<file path="src/rtl/imul_accumulator.sv">
`default_nettype none
// ============================================================================
//  Module   : imul_accumulator
//  Purpose  : Multiply-accumulate back end for the 16x16 array multiplier.
//             Accepts a programmed number of 32-bit unsigned products over a
//             valid/ready handshake and sums them into a wide accumulator,
//             then pulses oDone for one cycle.
//  Revision : 1.0 - initial release
// ----------------------------------------------------------------------------
//  Parameters
//    ACC_W      accumulator width in bits (>= 32)
//    CNT_W      length counter width; max terms per run = 2^CNT_W - 1
//  Ports
//    Clock      system clock, rising edge
//    Reset      asynchronous, active-low reset
//    iStart     start request, sampled only in IDLE
//    iLength    number of products to accumulate, sampled with iStart
//    iProduct   unsigned product from the multiplier
//    iValid     iProduct valid this cycle
//    oReady     block accepts iProduct this cycle (ACCUM state)
//    oAccum     registered accumulated sum
//    oDone      one-cycle pulse, run complete and oAccum final
//    oBusy      high in ACCUM state
//    oOverflow  sticky overflow flag for the current run
//  Build option
//    IMUL_ACC_SAT_EN  when defined, oAccum saturates at 2^ACC_W-1 on
//                     overflow instead of wrapping.
// ============================================================================
module imul_accumulator #(
    parameter int ACC_W = 40,
    parameter int CNT_W = 8
) (
    input  logic             Clock,
    input  logic             Reset,
    input  logic             iStart,
    input  logic [CNT_W-1:0] iLength,
    input  logic [31:0]      iProduct,
    input  logic             iValid,
    output logic             oReady,
    output logic [ACC_W-1:0] oAccum,
    output logic             oDone,
    output logic             oBusy,
    output logic             oOverflow
);

    typedef enum logic [1:0] {
        IDLE  = 2'd0,
        ACCUM = 2'd1,
        DONE  = 2'd2
    } state_t;

    localparam logic [CNT_W-1:0] c_CNT_ONE = CNT_W'(1);
    localparam logic [ACC_W-1:0] c_ACC_MAX = {ACC_W{1'b1}};

    state_t           r_state;
    logic [CNT_W-1:0] r_count;
    logic [ACC_W-1:0] r_accum;
    logic             r_done;
    logic             r_overflow;

    logic [ACC_W:0]   w_sum;
    logic             w_carry;
    logic [ACC_W-1:0] w_next;

    // One extra bit on the adder so the carry out of bit ACC_W-1 is visible.
    assign w_sum   = {1'b0, r_accum} + {{(ACC_W + 1 - 32){1'b0}}, iProduct};
    assign w_carry = w_sum[ACC_W];

`ifdef IMUL_ACC_SAT_EN
    // Once a run has overflowed, the sum stays pinned at full scale;
    // r_overflow is cleared on every accepted start, so the clamp is per run.
    assign w_next = (w_carry || r_overflow) ? c_ACC_MAX : w_sum[ACC_W-1:0];
`else
    assign w_next = w_sum[ACC_W-1:0];
`endif

    always_ff @(posedge Clock or negedge Reset) begin
        if (!Reset) begin
            r_state    <= IDLE;
            r_count    <= '0;
            r_accum    <= '0;
            r_done     <= 1'b0;
            r_overflow <= 1'b0;
        end else begin
            case (r_state)
                IDLE: begin
                    r_done <= 1'b0;
                    if (iStart) begin
                        r_accum    <= '0;
                        r_overflow <= 1'b0;
                        if (iLength != '0) begin
                            r_count <= iLength;
                            r_state <= ACCUM;
                        end else begin
                            // Zero-length run completes immediately.
                            r_state <= DONE;
                            r_done  <= 1'b1;
                        end
                    end
                end

                ACCUM: begin
                    // oReady is 1 throughout ACCUM, so iValid alone means accept.
                    if (iValid) begin
                        r_accum <= w_next;
                        r_count <= r_count - c_CNT_ONE;
                        if (w_carry) begin
                            r_overflow <= 1'b1;
                        end
                        if (r_count == c_CNT_ONE) begin
                            r_state <= DONE;
                            r_done  <= 1'b1;
                        end
                    end
                end

                DONE: begin
                    r_done  <= 1'b0;
                    r_state <= IDLE;
                end

                default: begin
                    r_done  <= 1'b0;
                    r_state <= IDLE;
                end
            endcase
        end
    end

    // Handshake outputs come straight from the state register, so there is
    // no combinational path from iValid to oReady.
    assign oReady    = (r_state == ACCUM);
    assign oBusy     = (r_state == ACCUM);
    assign oAccum    = r_accum;
    assign oDone     = r_done;
    assign oOverflow = r_overflow;

endmodule
`default_nettype wire

</file>
<file path="config.mk">
export PLATFORM = sky130hd
export DESIGN_NAME = imul_accumulator
export DESIGN_NICKNAME = d
export VERILOG_FILES = /design/src/rtl/imul_accumulator.sv
export SDC_FILE = /design/constraint.sdc
export NUM_CORES = 1
export LEC_CHECK = 0
export BUFFER_PORTS_ARGS = -buffer_cell sky130_fd_sc_hd__buf_2
export CAP_MARGIN = 15
export CORE_ASPECT_RATIO = 0.8
export CORE_MARGIN = 2
export CORE_UTILIZATION = 30
export CTS_BUF_LIST = sky130_fd_sc_hd__clkbuf_16
export DETAILED_ROUTE_END_ITERATION = 12
export PLACE_DENSITY = 0.48
export SLEW_MARGIN = 20
export SYNTH_ARGS = -nofsm -noshare
export SYNTH_HDL_FRONTEND = slang
export SYNTH_SLANG_ARGS = --single-unit
export TNS_END_PERCENT = 10
</file>
<file path="constraint.sdc">
create_clock -name Clock -period 3.4 [get_ports Clock]
set_clock_uncertainty 0.05 [all_clocks]
set_input_delay 0.68 -clock Clock [delete_from_list [all_inputs] [get_ports Clock]]
set_output_delay 0.68 -clock Clock [all_outputs]
set_load 0.02 [all_outputs]
</file>
==> flow_metrics.py <==
metrics = {
    "run_status": {
        "outcome": "finished clean",
    },
    "final_layout": {
        "stdcell_count": 748,
        "post-route-util_pct": 36.97,
        "diodes": 0,
        "area_growth_pct": 20.36,
        "fin_nets": 651,
        "drive_above_1_share_pct": 19.55,
    },
    "floorplan": {
        "die_h_um": 106.5,
        "ioPinCount": 88,
        "fp.dieArea_mm2": 0.01407,
        "num_rows": 37,
        "die_w_um": 132.1,
        "initial_utilization_pct": 30.72,
        "core_mm2": 0.01282,
    },
    "yosys": {
        "synth_cell_types": 54,
        "muxShareOfSynthArea_pct": 0.5083,
        "synthSimpleGateAreaFrac_pct": 19.89,
        "ys_ff_latch": 52,
        "syn_area_mm2": 0.003939,
        "ys.flop_type": "dfrtp_1",
        "synth_top_family_by_area": "compound AO/OA/AOI/OAI gates",
        "synthTopCellsByArea": "dfrtp_1 33%, ha_1 11%, o21ai_0 7.8%",
        "synth-compound-area-share_pct": 26.81,
        "synthArstFlopShare_pct": 100.0,
        "yosysWarnings": 0,
        "yosys.area_share.adder_pct": 11.31,
        "yosysSeqAreaShare_pct": 33.04,
        "synth_most_common_cell": "nand2_1",
        "synth_area_leader_cell": "dfrtp_1",
        "synth_xor_area_share_pct": 6.226,
        "yosys-top-cells-count": "73 x nand2_1, 61 x o21ai_0, 52 x dfrtp_1, 43 x a21oi_1, 36 x nor2_1",
        "synth_top_area_share_pct": 33.04,
        "syn_inst": 484,
        "syn_area_per_cell_um2": 8.138,
        "synth-edff-count": 0,
        "synth_nets": 563,
    },
    "route": {
        "drc": 0,
        "drt-total-wl_um": 11410,
        "via_count": 3832,
        "antenna_left": 0,
        "dr.pass1.iters": 5,
        "wire_per_inst_um": 15.26,
        "vias_per_cell": 5.123,
        "drt_iter0_markers": 185,
    },
    "sta": {
        "finalCritPeriodShare_pct": 87.69,
        "rsz0062_at_grt": "false",
        "tightest_slew_ns": 0.7185,
        "finalSetupTns_ns": 0,
        "setup_violations": 0,
        "slew_headroom_pct": 52.10,
        "timing.fmax_mhz": 335.4,
        "final_hold_viol_count": 0,
        "finalMaxSlewViolations": 0,
        "period_minus_slack_ns": 2.981,
    },
    "worst_setup_path": {
        "regToRegSetupSlack_ns": 0.49,
        "cp_max_fo": 3,
        "cp.required_ns": 3.52,
        "r2r_cells": 10,
        "max_stage_delay_ns": 0.43,
        "cp-end-kind": "register",
        "r2r_start": "oAccum[0]",
        "crit_chain": "buf_2 > ha_1 > fa_1 > a211oi_1 > o21ai_1 > a21oi_2 > o211a_1 > o21ai_0 > a211oi_1 > xor2_1 > o21ai_0",
        "cpMaxStageDelayCell": "fa_1",
        "critical_path_arrival_ns": 3.10,
        "critical_path.startpoint_type": "input port",
        "r2r_end": "oAccum[26]",
        "crit_type": "in2reg",
    },
    "clock_network": {
        "htreeDepth": 2,
        "cts_num_sinks": 52,
        "max-clock-path-buffers": 2,
        "cts_tree": "yes",
        "numCtsBuffers": 5,
        "ctsHoldBuffers": 0,
        "cts-resized-gates": 0,
        "clockRootBuffer": "clkbuf_16",
        "clkLatencyLatePin_ns": 0.31,
        "clkTransAtPathRegs_ns": 0.07,
        "postCtsSetupRepairBufs": 0,
    },
    "placement": {
        "placedCellCount": 740,
        "gp_congestion": 0.8259,
        "port_buffers": 87,
        "hpwl_um": 8766,
    },
    "grt": {
        "overflow": 0,
        "grt_max_degree": 39,
        "grt_pass1_vias": 3755,
        "antenna_found_initial": 0,
        "grt_pass1_wl_um": 18790,
        "grt_use_total_pct": 16.70,
    },
    "run": {
        "maxCapViolCount": 0,
    },
    "power": {
        "leakagePower_nw": 2.251,
        "internal_power_w": 0.002072,
        "power.switching_w": 0.002029,
        "ir_worst_vdd_v": 0.0003466,
        "pwr-share-comb_pct": 61.1,
        "sw_frac_of_total_pct": 49.48,
        "clock_power_share_pct": 13.5,
        "power_frac_seq_pct": 25.4,
        "p_per_area_mw_per_mm2": 865.1,
    },
    "hold_path": {
        "min_path_type": "in2async",
    },
}
-- flip-flops by register name, summed over array words and instances (netlist names) --
name,count
oAccum,40
oOverflow,1
r_state,2
r_count,8
oDone,1
-- critical path, delay by kind of cell --
kind | cells | cell delay [ns]
XOR/XNOR | 1 | 0.16
adder cells (fa/ha/maj) | 2 | 0.65
buffers and inverters | 1 | 0.10
AO/OA/AOI/OAI | 7 | 1.52
-- worst max-delay path by stage --
stage	start	endpoint	slack (ns)	cells past startpoint
global route	iProduct[0]	oAccum[26]	0.17	11
CTS	iProduct[0]	oAccum[26]	0.41	11
floorplan	iProduct[0]	oAccum[26]	0.48	10
finish	iProduct[0]	oAccum[26]	0.42	11
detailed placement	iProduct[0]	oAccum[26]	0.09	11
global placement	iProduct[0]	oAccum[26]	0.18	11
-- cell usage in the layout (no fill, tap or decap), drive strengths merged, types with 8 or more instances in the layout --
cell / instances
buf: 93
nand2: 73
o21ai: 65
dfrtp: 52
a21oi: 45
nor2: 37
ha: 34
nand3: 15
xnor2: 15
xor2: 13
inv: 12
a21o: 11
nor3: 8
-- cells by family after synthesis --
kind of cell,count (synthesis)
AO/OA/AOI/OAI,173
AND/OR/NAND/NOR,172
flip-flops,52
adder cells (fa/ha/maj),35
XOR/XNOR,28
buffers and inverters,22
multiplexers,2
-- through the flow --
step                area, µm²  setup slack (ns)  hold WS [ns]  total power (W)
finish                   4741            0.4187        0.2286         0.004101
global route             4741            0.1678        0.2546         0.004507
CTS                      4741            0.4123        0.2390         0.004149
detailed placement       4591           0.08736        0.4119         0.003566
global placement         4591            0.1841        0.4099         0.003552
floorplan                3939            0.4801        0.3344         0.002859
-- cell type report --
type,count,area (µm²)
clock buffers,5,125.1
multi-input cells,410,2552
fillers,1429,8083
well taps,175,219.0
clock inverters,3,25.02
flip-flops and latches,52,1301
inverters,10,37.54
repair buffers,93,480.5
-- routing by layer --
layer,up-vias,global-route usage (%),routed length [µm]
li1,1950,-,-
met4,0,4.814,151
met2,105,25.74,4809
met1,1767,23.26,5684
met5,-,0,0
met3,10,3.910,767
-- power by group through the flow --
stage               sequential (W)  combinational [W]  clock, W
global placement           0.00105            0.00251         0
CTS                        0.00104            0.00252  0.000582
detailed placement         0.00105            0.00251         0
finish                     0.00104            0.00251  0.000554
global route               0.00108            0.00282  0.000603
floorplan                  0.00121            0.00165         0
(Power assumes the default switching activity.)
